==> config.mk <==
export PLATFORM = sky130hd
export DESIGN_NAME = pwm_hbridge
export DESIGN_NICKNAME = d
export VERILOG_FILES = /design/src/rtl/pwm_hbridge.sv
export SDC_FILE = /design/constraint.sdc
export NUM_CORES = 1
export LEC_CHECK = 0
export ABC_CLOCK_PERIOD_IN_PS = 3800
export CORE_ASPECT_RATIO = 1.5
export CORE_MARGIN = 4
export CORE_UTILIZATION = 50
export CTS_BUF_LIST = sky130_fd_sc_hd__clkbuf_8
export CTS_CLUSTER_SIZE = 8
export DETAILED_ROUTE_END_ITERATION = 10
export PLACE_DENSITY_LB_ADDON = 0.3
export SYNTH_ARGS = -nofsm -noshare
export SYNTH_HDL_FRONTEND = slang
export SYNTH_SLANG_ARGS = --single-unit
==> constraint.sdc <==
create_clock -name clk_i -period 3.8 [get_ports clk_i]
set_input_delay 0.76 -clock clk_i [delete_from_list [all_inputs] [get_ports clk_i]]
set_output_delay 0.76 -clock clk_i [all_outputs]
set_load 0.01 [all_outputs]
==> src/rtl/pwm_hbridge.sv <==
// pwm_hbridge: H-bridge PWM generator with a double-buffered 8-bit duty register
// and programmable dead time between complementary gate drives.
// Ports:
//   clk_i, reset_i        - clock, synchronous active-high reset
//   pwmcntce_i            - period counter clock enable
//   motorenaint_i         - motor enable
//   invertpwm_i           - invert raw compare result (latched while disabled)
//   invphase_i            - direction / switching-leg select (latched while disabled)
//   dutyld_i, wrtdata_i   - duty register load strobe and data
//   hs_a_o, ls_a_o        - leg A high/low-side gate drives (registered)
//   hs_b_o, ls_b_o        - leg B high/low-side gate drives (registered)
//   pwmwrap_o             - one-clock pulse at the start of each PWM period (registered)
//   dutyrddata_o          - pending duty value
module pwm_hbridge #(
  parameter int unsigned DEADTIME = 4
) (
  input  logic       clk_i,
  input  logic       reset_i,
  input  logic       pwmcntce_i,
  input  logic       motorenaint_i,
  input  logic       invertpwm_i,
  input  logic       invphase_i,
  input  logic       dutyld_i,
  input  logic [7:0] wrtdata_i,
  output logic       hs_a_o,
  output logic       ls_a_o,
  output logic       hs_b_o,
  output logic       ls_b_o,
  output logic       pwmwrap_o,
  output logic [7:0] dutyrddata_o
);

  localparam int unsigned CNT_W = 8;
  localparam int unsigned DT_W  = 4;
  localparam logic [CNT_W-1:0] CNT_LAST = CNT_W'(254);
  localparam logic [DT_W-1:0]  DT_LOAD  = DT_W'(DEADTIME - 1);

  localparam logic [2:0] ST_OFF  = 3'd0;
  localparam logic [2:0] ST_ARM  = 3'd1;
  localparam logic [2:0] ST_HIGH = 3'd2;
  localparam logic [2:0] ST_LOW  = 3'd3;
  localparam logic [2:0] ST_DEAD = 3'd4;

  logic [CNT_W-1:0] cnt_q, cnt_d;
  logic [7:0]       duty_pend_q, duty_pend_d;
  logic [7:0]       duty_act_q, duty_act_d;
  logic             inv_l_q, inv_l_d;
  logic             iph_l_q, iph_l_d;
  logic [2:0]       state_q, state_d;
  logic [DT_W-1:0]  dcnt_q, dcnt_d;
  logic             tgt_hi_q, tgt_hi_d;
  logic             hs_a_q, hs_a_d, ls_a_q, ls_a_d;
  logic             hs_b_q, hs_b_d, ls_b_q, ls_b_d;
  logic             wrap_q;

  logic wrap_c;
  logic raw_c;
  logic sw_hs_c, sw_ls_c, st_ls_c;

  assign wrap_c = motorenaint_i & pwmcntce_i & (cnt_q == CNT_LAST);
  assign raw_c  = (cnt_q < duty_act_q) ^ inv_l_q;

  // Period counter, duty double buffer and config latches.
  always_comb begin
    cnt_d       = cnt_q;
    duty_pend_d = duty_pend_q;
    duty_act_d  = duty_act_q;
    inv_l_d     = inv_l_q;
    iph_l_d     = iph_l_q;
    if (!motorenaint_i) begin
      cnt_d      = '0;
      duty_act_d = duty_pend_q;
      inv_l_d    = invertpwm_i;
      iph_l_d    = invphase_i;
    end else if (pwmcntce_i) begin
      cnt_d = wrap_c ? '0 : cnt_q + CNT_W'(1);
    end
    // Copy happens from the old pending value, so a load on the wrap clock waits a period.
    if (wrap_c) duty_act_d = duty_pend_q;
    if (dutyld_i) duty_pend_d = wrtdata_i;
  end

  // Gate FSM for the switching leg.
  always_comb begin
    state_d  = state_q;
    dcnt_d   = dcnt_q;
    tgt_hi_d = tgt_hi_q;
    if (!motorenaint_i) begin
      state_d = ST_OFF;
    end else begin
      case (state_q)
        ST_OFF: begin
          state_d = ST_ARM;
          dcnt_d  = DT_LOAD;
        end
        ST_ARM: begin
          if (dcnt_q == '0) state_d = raw_c ? ST_HIGH : ST_LOW;
          else              dcnt_d  = dcnt_q - DT_W'(1);
        end
        ST_HIGH: begin
          if (!raw_c) begin
            state_d  = ST_DEAD;
            tgt_hi_d = 1'b0;
            dcnt_d   = DT_LOAD;
          end
        end
        ST_LOW: begin
          if (raw_c) begin
            state_d  = ST_DEAD;
            tgt_hi_d = 1'b1;
            dcnt_d   = DT_LOAD;
          end
        end
        ST_DEAD: begin
          // A raw change during dead time retargets and restarts, swallowing short pulses.
          if (raw_c != tgt_hi_q) begin
            tgt_hi_d = raw_c;
            dcnt_d   = DT_LOAD;
          end else if (dcnt_q == '0) begin
            state_d = tgt_hi_q ? ST_HIGH : ST_LOW;
          end else begin
            dcnt_d = dcnt_q - DT_W'(1);
          end
        end
        default: state_d = ST_OFF;
      endcase
    end
  end

  // Gate decode from the next state so outputs land one clock after their cause.
  always_comb begin
    sw_hs_c = (state_d == ST_HIGH);
    sw_ls_c = (state_d == ST_LOW);
    st_ls_c = (state_d == ST_HIGH) || (state_d == ST_LOW) || (state_d == ST_DEAD);
    hs_a_d  = ~iph_l_q & sw_hs_c;
    ls_a_d  = iph_l_q ? st_ls_c : sw_ls_c;
    hs_b_d  = iph_l_q & sw_hs_c;
    ls_b_d  = iph_l_q ? sw_ls_c : st_ls_c;
  end

  always_ff @(posedge clk_i) begin
    if (reset_i) begin
      cnt_q       <= '0;
      duty_pend_q <= '0;
      duty_act_q  <= '0;
      inv_l_q     <= 1'b0;
      iph_l_q     <= 1'b0;
      state_q     <= ST_OFF;
      dcnt_q      <= '0;
      tgt_hi_q    <= 1'b0;
      hs_a_q      <= 1'b0;
      ls_a_q      <= 1'b0;
      hs_b_q      <= 1'b0;
      ls_b_q      <= 1'b0;
      wrap_q      <= 1'b0;
    end else begin
      cnt_q       <= cnt_d;
      duty_pend_q <= duty_pend_d;
      duty_act_q  <= duty_act_d;
      inv_l_q     <= inv_l_d;
      iph_l_q     <= iph_l_d;
      state_q     <= state_d;
      dcnt_q      <= dcnt_d;
      tgt_hi_q    <= tgt_hi_d;
      hs_a_q      <= hs_a_d;
      ls_a_q      <= ls_a_d;
      hs_b_q      <= hs_b_d;
      ls_b_q      <= ls_b_d;
      wrap_q      <= wrap_c;
    end
  end

  assign hs_a_o       = hs_a_q;
  assign ls_a_o       = ls_a_q;
  assign hs_b_o       = hs_b_q;
  assign ls_b_o       = ls_b_q;
  assign pwmwrap_o    = wrap_q;
  assign dutyrddata_o = duty_pend_q;

endmodule

==> impl_metrics.yaml, run 1 <==
layout:
  drive_gt1_share_pct: 8.00
  antenna_cells: 0
  area_delta_synth_final_pct: 19.1
  final_nets: 274
  fin_util_pct: 62.7
  stdcell_area_sq_um: 2350
  fillers: 325
flow_run:
  maxCapViolCount: 0
power:
  p_leak_nw: 0.919
  vdd_ir_drop_max_mv: 0.299
  power_density_nw_per_um2: 356
  fin_total_pwr_mw: 0.838
detailed_routing:
  avgRoutedWirePerCell_microns: 12.9
  drc: 0
  antenna_left: 0
  vias: 1612
  routed_wl_microns: 3790
  dr.pass1.iters: 4
  vias_per_cell: 5.50
  drtIter0Drc: 55
clocking:
  clkTransAtPathRegs_ns: 0.08
  htree_num_levels: 2
  insertion_delay_ns: 0.29
  tritoncts: "yes"
  postCtsSetupRepairBufs: 0
  cts_resized: 0
  clockBufferDepth: 2
  ctsHoldBuffers: 0
  cts_root_buf: "clkbuf_8"
  cts_num_sinks: 39
  cts_inserted_buffers: 5
sta:
  rsz0062_at_grt: "false"
  drv_slew: 0
  tightest_slew_ns: 0.490
  slew_headroom_pct: 67.2
  clock-skew-final_ns: 0.00748
  setup_violations: 0
  fmax_mhz: 405
  finalHoldViolCount: 0
  finalWorstSetupSlack_ns: 1.33
  finalCriticalPeriod_ns: 2.47
  period_share_pct: 64.9
  setup_tns_ns: 0
die:
  rows: 27
  die_w_microns: 59.3
  dieArea_sq_um: 5040
  coreArea_sq_um: 3750
  initial_utilization_pct: 52.7
  die_h_microns: 85.0
  pin_count: 28
worst_setup_path:
  cp_cell_sequence: "clkdlybuf4s50_1 -> nand3_1 -> or3_1 -> nand2_1 -> or2_2 -> a211oi_1"
  worstRegToRegCells: 8
  max_stage_delay_ns: 0.66
  end_kind: "flop"
  crit_type: "in2reg"
  crit_arrival_ns: 2.63
  critPathMaxFanout: 16
  startpoint_type: "primary input"
  r2r_end: "ls_b_o$_SDFF_PP0_"
  path_delay_family: "simple AND/OR/NAND/NOR gates"
  rr_startpoint: "cnt_q[2]$_SDFFE_PP0P_"
  crit_slowest_cell: "clkdlybuf4s50_1"
  cp.required_ns: 3.96
  path_buf_inv: 1
  r2r_setup_slack_ns: 1.46
hold_path:
  min_to: "hs_a_o$_SDFF_PP0_"
  min_delay_path_depth: 1
  hp-class: "reg2reg"
  hp-start: "iph_l_q$_SDFFE_PP0N_"
synthesis:
  syn_area_sq_um: 1980
  netlist_instances: 224
  ys_types: 49
  async_flop_share_pct: 0
  synth_fp_nets: 249
  synth-seq-area-share_pct: 39.5
  synth_flop_cell: "dfxtp_1"
  synth_warnings: 0
  ys_seq_elements: 39
  syn_avg_cell_area_sq_um: 8.82
  synth_enable_flop_cells: 0
grt:
  grt_pass1_wl_microns: 6440
  grt_pass1_vias: 1555
  grt_usage_pct: 16.4
  overflow: 0
  antenna_found_initial: 0
  grt_max_degree: 22
placement:
  portBuffers: 27
  placed_area_sq_um: 2270
  dp_slack_ns: 1.05
  gp_congestion: 0.802
  dp_hpwl_microns: 2940
run_status:
  status: "completed"
-- cell usage after synthesis (2+ instances only) --
| cell type | count | area [sq um] |
|---|---|---|
| nand2b_1 | 4 | 25.0 |
| nand2_1 | 8 | 30.0 |
| o22ai_1 | 2 | 12.5 |
| nand4_1 | 3 | 18.8 |
| clkbuf_1 | 8 | 30.0 |
| a211oi_1 | 2 | 15.0 |
| xor2_1 | 5 | 43.8 |
| o21ai_2 | 2 | 17.5 |
| a21oi_1 | 12 | 60.1 |
| inv_1 | 18 | 67.6 |
| or3_1 | 3 | 18.8 |
| a22oi_1 | 2 | 15.0 |
| nor2_1 | 42 | 158 |
| o211ai_1 | 4 | 30.0 |
| a221oi_1 | 2 | 17.5 |
| dfxtp_1 | 39 | 781 |
| o21ai_0 | 5 | 25.0 |
| ha_1 | 10 | 125 |
| nor2b_1 | 3 | 18.8 |
| buf_2 | 2 | 10.0 |
| nor3_1 | 2 | 10.0 |
| and2_1 | 2 | 12.5 |
| nor4_1 | 4 | 25.0 |
| xnor2_1 | 5 | 43.8 |
| mux2i_1 | 11 | 110 |
-- metrics by stage --
stage | hold slack [ns] | cells
2_1_floorplan | 0.447 | 224
3_3_place_gp | 0.476 | 285
3_5_place_dp | 0.498 | 285
4_1_cts | 0.509 | 293
5_1_grt | 0.548 | 293
6_report | 0.506 | 293
-- worst reg2reg max path, cell delays in order (launching register included) --
cell,delay (ns)
dfxtp_1,0.43
ha_1,0.27
o21a_1,0.16
o21ai_0,0.27
o211a_4,0.24
xnor3_1,0.28
and2_2,0.25
o21ai_2,0.23
a22oi_1,0.12
-- layer usage --
metal	vias up	GRT usage, %	routed length, microns
met4	0	7.84	93
li1	818	-	-
met1	759	16.6	1490
met2	25	29.6	2090
met5	-	0	0
met3	10	4.57	109
-- kinds of logic after synthesis --
| kind of cell | Yosys count | share of synthesized area, % |
|---|---|---|
| AND/OR/NAND/NOR | 81 | 20.3 |
| AO/OA/AOI/OAI | 44 | 17.3 |
| flip-flops | 39 | 39.5 |
| buffers and inverters | 28 | 5.45 |
| XOR/XNOR | 11 | 5.57 |
| multiplexers | 11 | 5.57 |
| adder cells (fa/ha/maj) | 10 | 6.33 |
-- cell type report --
type	instances	area, sq um	area share, %
clock buffers	5	68.8	2.93
inverters	18	67.6	2.87
clock inverters	3	16.3	0.691
repair buffers	28	278	11.8
flip-flops and latches	39	781	33.2
multi-input cells	157	1090	46.2
well taps	43	53.8	2.29
-- report_power, final --
part           leakage (nW)  internal [mW]  switching, mW
combinational         0.556         0.0685         0.0655
sequential            0.318          0.423         0.0126
clock                0.0453          0.126          0.143
-- worst max-delay path by stage --
| stage | from | to | slack (ns) | cells past startpoint |
|---|---|---|---|---|
| 3_3_place_gp | motorenaint_i | cnt_q[1]$_SDFFE_PP0P_ | 1.08 | 6 |
| 5_1_grt | motorenaint_i | cnt_q[1]$_SDFFE_PP0P_ | 1.20 | 6 |
| 4_1_cts | motorenaint_i | cnt_q[1]$_SDFFE_PP0P_ | 1.33 | 6 |
| 6_report | motorenaint_i | cnt_q[1]$_SDFFE_PP0P_ | 1.33 | 6 |
| 2_1_floorplan | motorenaint_i | duty_act_q[4]$_SDFFE_PP0P_ | 1.62 | 8 |
| 3_5_place_dp | motorenaint_i | cnt_q[1]$_SDFFE_PP0P_ | 1.05 | 6 |
-- flip-flops by register name, indices dropped and copies added (netlist names), 3 cells and up --
name          cells
duty_act_q        8
dcnt_q            4
cnt_q             8
state_q           3
dutyrddata_o      8
-- layout by cell type, fill, tap and decap left out, drive strengths merged, types with 2 or more instances in the layout --
master,netlist,final
nor2,42,42
dfxtp,39,39
clkdlybuf4s50,0,27
inv,18,19
a21oi,14,14
mux2i,11,11
ha,10,10
nand2,8,8
o21ai,8,8
xnor2,5,5
xor2,5,5
clkbuf,8,5
nand2b,5,5
o211ai,4,4
nor4,4,4
nor2b,3,3
nand4,3,3
or3,3,3
and2,3,3
o22ai,2,2
nor3,2,2
a211oi,2,2
a22oi,2,2
a221oi,2,2
a31oi,2,2
Note: power is estimated with default switching activity, not from simulation.
==> run 2, diff against run 1 <==
--- a/config.mk
+++ b/config.mk
@@ -5,7 +5,7 @@
 export SDC_FILE = /design/constraint.sdc
 export NUM_CORES = 1
 export LEC_CHECK = 0
-export ABC_CLOCK_PERIOD_IN_PS = 3800
+export ABC_CLOCK_PERIOD_IN_PS = 2350
 export CORE_ASPECT_RATIO = 1.5
 export CORE_MARGIN = 4
 export CORE_UTILIZATION = 50
==> constraint.sdc (replaced) <==
create_clock -name clk_i -period 2.35 [get_ports clk_i]
set_input_delay 0.47 -clock clk_i [delete_from_list [all_inputs] [get_ports clk_i]]
set_output_delay 0.47 -clock clk_i [all_outputs]
set_load 0.01 [all_outputs]
==> run 2 against run 1 <==
Effect of this change: via count grew 1.9%; final cell count grew 3.8%; wire length grew 6.5%; critical path type is now reg2reg; final area grew 7.0%; sequential share of layout area shrank 2.1 points; critical endpoint is now dcnt_q[0]$_SDFFE_PP0P_; first-iteration DRC count shrank 75%.
==> impl_metrics.yaml, run 2 (same netlist as run 1, synthesis figures left out) <==
run_status:
  status: "completed"
clocking:
  cts_inserted_buffers: 5
  cts_root_buf: "clkbuf_8"
  htree_num_levels: 2
  insertion_delay_ns: 0.29
  tritoncts: "yes"
  cts_num_sinks: 39
  ctsHoldBuffers: 0
  clockBufferDepth: 2
  clkTransAtPathRegs_ns: 0.07
worst_setup_path:
  startpoint_type: "flop"
  cp.required_ns: 2.56
  crit_type: "reg2reg"
  worstRegToRegCells: 7
  end_kind: "flop"
  critPathMaxFanout: 5
  crit_arrival_ns: 2.44
power:
  sw_frac_of_total_pct: 26.4
  pwr-share-comb_pct: 18.6
  p_leak_nw: 0.989
  pwr-share-seq_pct: 50.6
  switchingPower_mw: 0.368
  vdd_ir_drop_max_mv: 0.519
  pwr-share-clk_pct: 30.8
  power_density_nw_per_um2: 554
  p_int_mw: 1.03
sta:
  clock-skew-final_ns: 0.00651
  setup_violations: 0
  tightest_slew_ns: 0.473
  drv_slew: 0
  fmax_mhz: 448
  finalCriticalPeriod_ns: 2.23
  period_share_pct: 95.1
  finalWorstSetupSlack_ns: 0.116
  setup_tns_ns: 0
  slew_headroom_pct: 68.4
  finalHoldViolCount: 0
layout:
  area_delta_synth_final_pct: 27.4
  final_nets: 285
  fin_util_pct: 67.1
  layout_common_cells: "nor2_1, dfxtp_1, clkdlybuf4s50_1"
  drive_gt1_share_pct: 14.6
  antenna_cells: 0
  final_common_cell: "nor2_1"
  multiInputGateArea_sq_um: 1150
  seq_area_sq_um: 782
  fillers: 298
placement:
  dp_hpwl_microns: 3050
  gp_congestion: 0.838
  portBuffers: 27
  dp_slack_ns: 0.0796
detailed_routing:
  dr.pass1.iters: 5
  drtIter0Drc: 14
  vias: 1643
  antenna_left: 0
  vias_per_cell: 5.40
  drc: 0
  routed_wl_microns: 4030
  avgRoutedWirePerCell_microns: 13.3
die:
  coreArea_sq_um: 3750
  die_w_microns: 59.3
  rows: 27
  dieArea_sq_um: 5040
  initial_utilization_pct: 52.7
  die_h_microns: 85.0
  pin_count: 28
grt:
  grt_pass1_wl_microns: 6730
  grt_max_degree: 17
  grt_pass1_vias: 1599
  overflow: 0
  antenna_found_initial: 0
  grt_usage_pct: 17.3
flow_run:
  maxCapViolCount: 0
hold_path:
  min_delay_path_depth: 1
  hp-class: "reg2reg"
## run 2: per-layer routing
| layer | track usage (%) | vias up | wire, microns |
|---|---|---|---|
| met5 | 0 | - | 0 |
| met4 | 8.04 | 0 | 116 |
| met3 | 4.11 | 12 | 113 |
| met2 | 31.7 | 25 | 2180 |
| met1 | 17.5 | 765 | 1620 |
| li1 | - | 841 | - |
## run 2: path summary, 6_finish.rpt
| check | startpoint | endpoint | slack [ns] |
|---|---|---|---|
| worst max register to register | cnt_q[1]$_SDFFE_PP0P_ | dcnt_q[0]$_SDFFE_PP0P_ | 0.12 |
| worst min-delay path | iph_l_q$_SDFFE_PP0N_ | hs_a_o$_SDFF_PP0_ | 0.49 |
| worst min register to register | iph_l_q$_SDFFE_PP0N_ | hs_a_o$_SDFF_PP0_ | 0.49 |
| worst max-delay path | cnt_q[1]$_SDFFE_PP0P_ | dcnt_q[0]$_SDFFE_PP0P_ | 0.12 |
## run 2: power by group through the flow
stage	Clock (mW)	Sequential [mW]	Combinational [mW]
4_1_cts	0.446	0.705	0.244
3_5_place_dp	0	0.720	0.242
5_1_grt	0.475	0.709	0.285
2_1_floorplan	0	0.716	0.153
6_report	0.429	0.706	0.259
3_3_place_gp	0	0.720	0.239
## run 2: per-stage QoR
step                std cells  total power, mW  hold slack (ns)  area (sq um)
finish                    304             1.39            0.493          2520
global route              304             1.47            0.530          2520
CTS                       304             1.39            0.493          2450
detailed placement        296            0.963            0.481          2360
global placement          296            0.959            0.480          2360
floorplan                 224            0.869            0.447          1980
## run 2: what timing repair did
action | CTS | global route
setup buffers | 0 | 0
endpoints found under the setup margin | 0 | 10
gates resized for setup | 0 | 11
## run 2: final cells by class
type / instances / share of cell area [%]
timing repair buffer: 39 / 14.8
clock inverter: 3 / 0.646
clock buffer: 5 / 2.73
inverter: 18 / 2.69
sequential: 39 / 31.1
tap: 43 / 2.14
multi-input combinational: 157 / 45.9
## run 2: worst max-delay path, stage by stage, from the launching register on
cell       delay, ns
dfxtp_2         0.41
ha_4            0.23
a2111oi_4       0.39
o211a_4         0.25
xnor3_1         0.26
a21oi_2         0.24
o21ai_2         0.11
a221oi_2        0.26
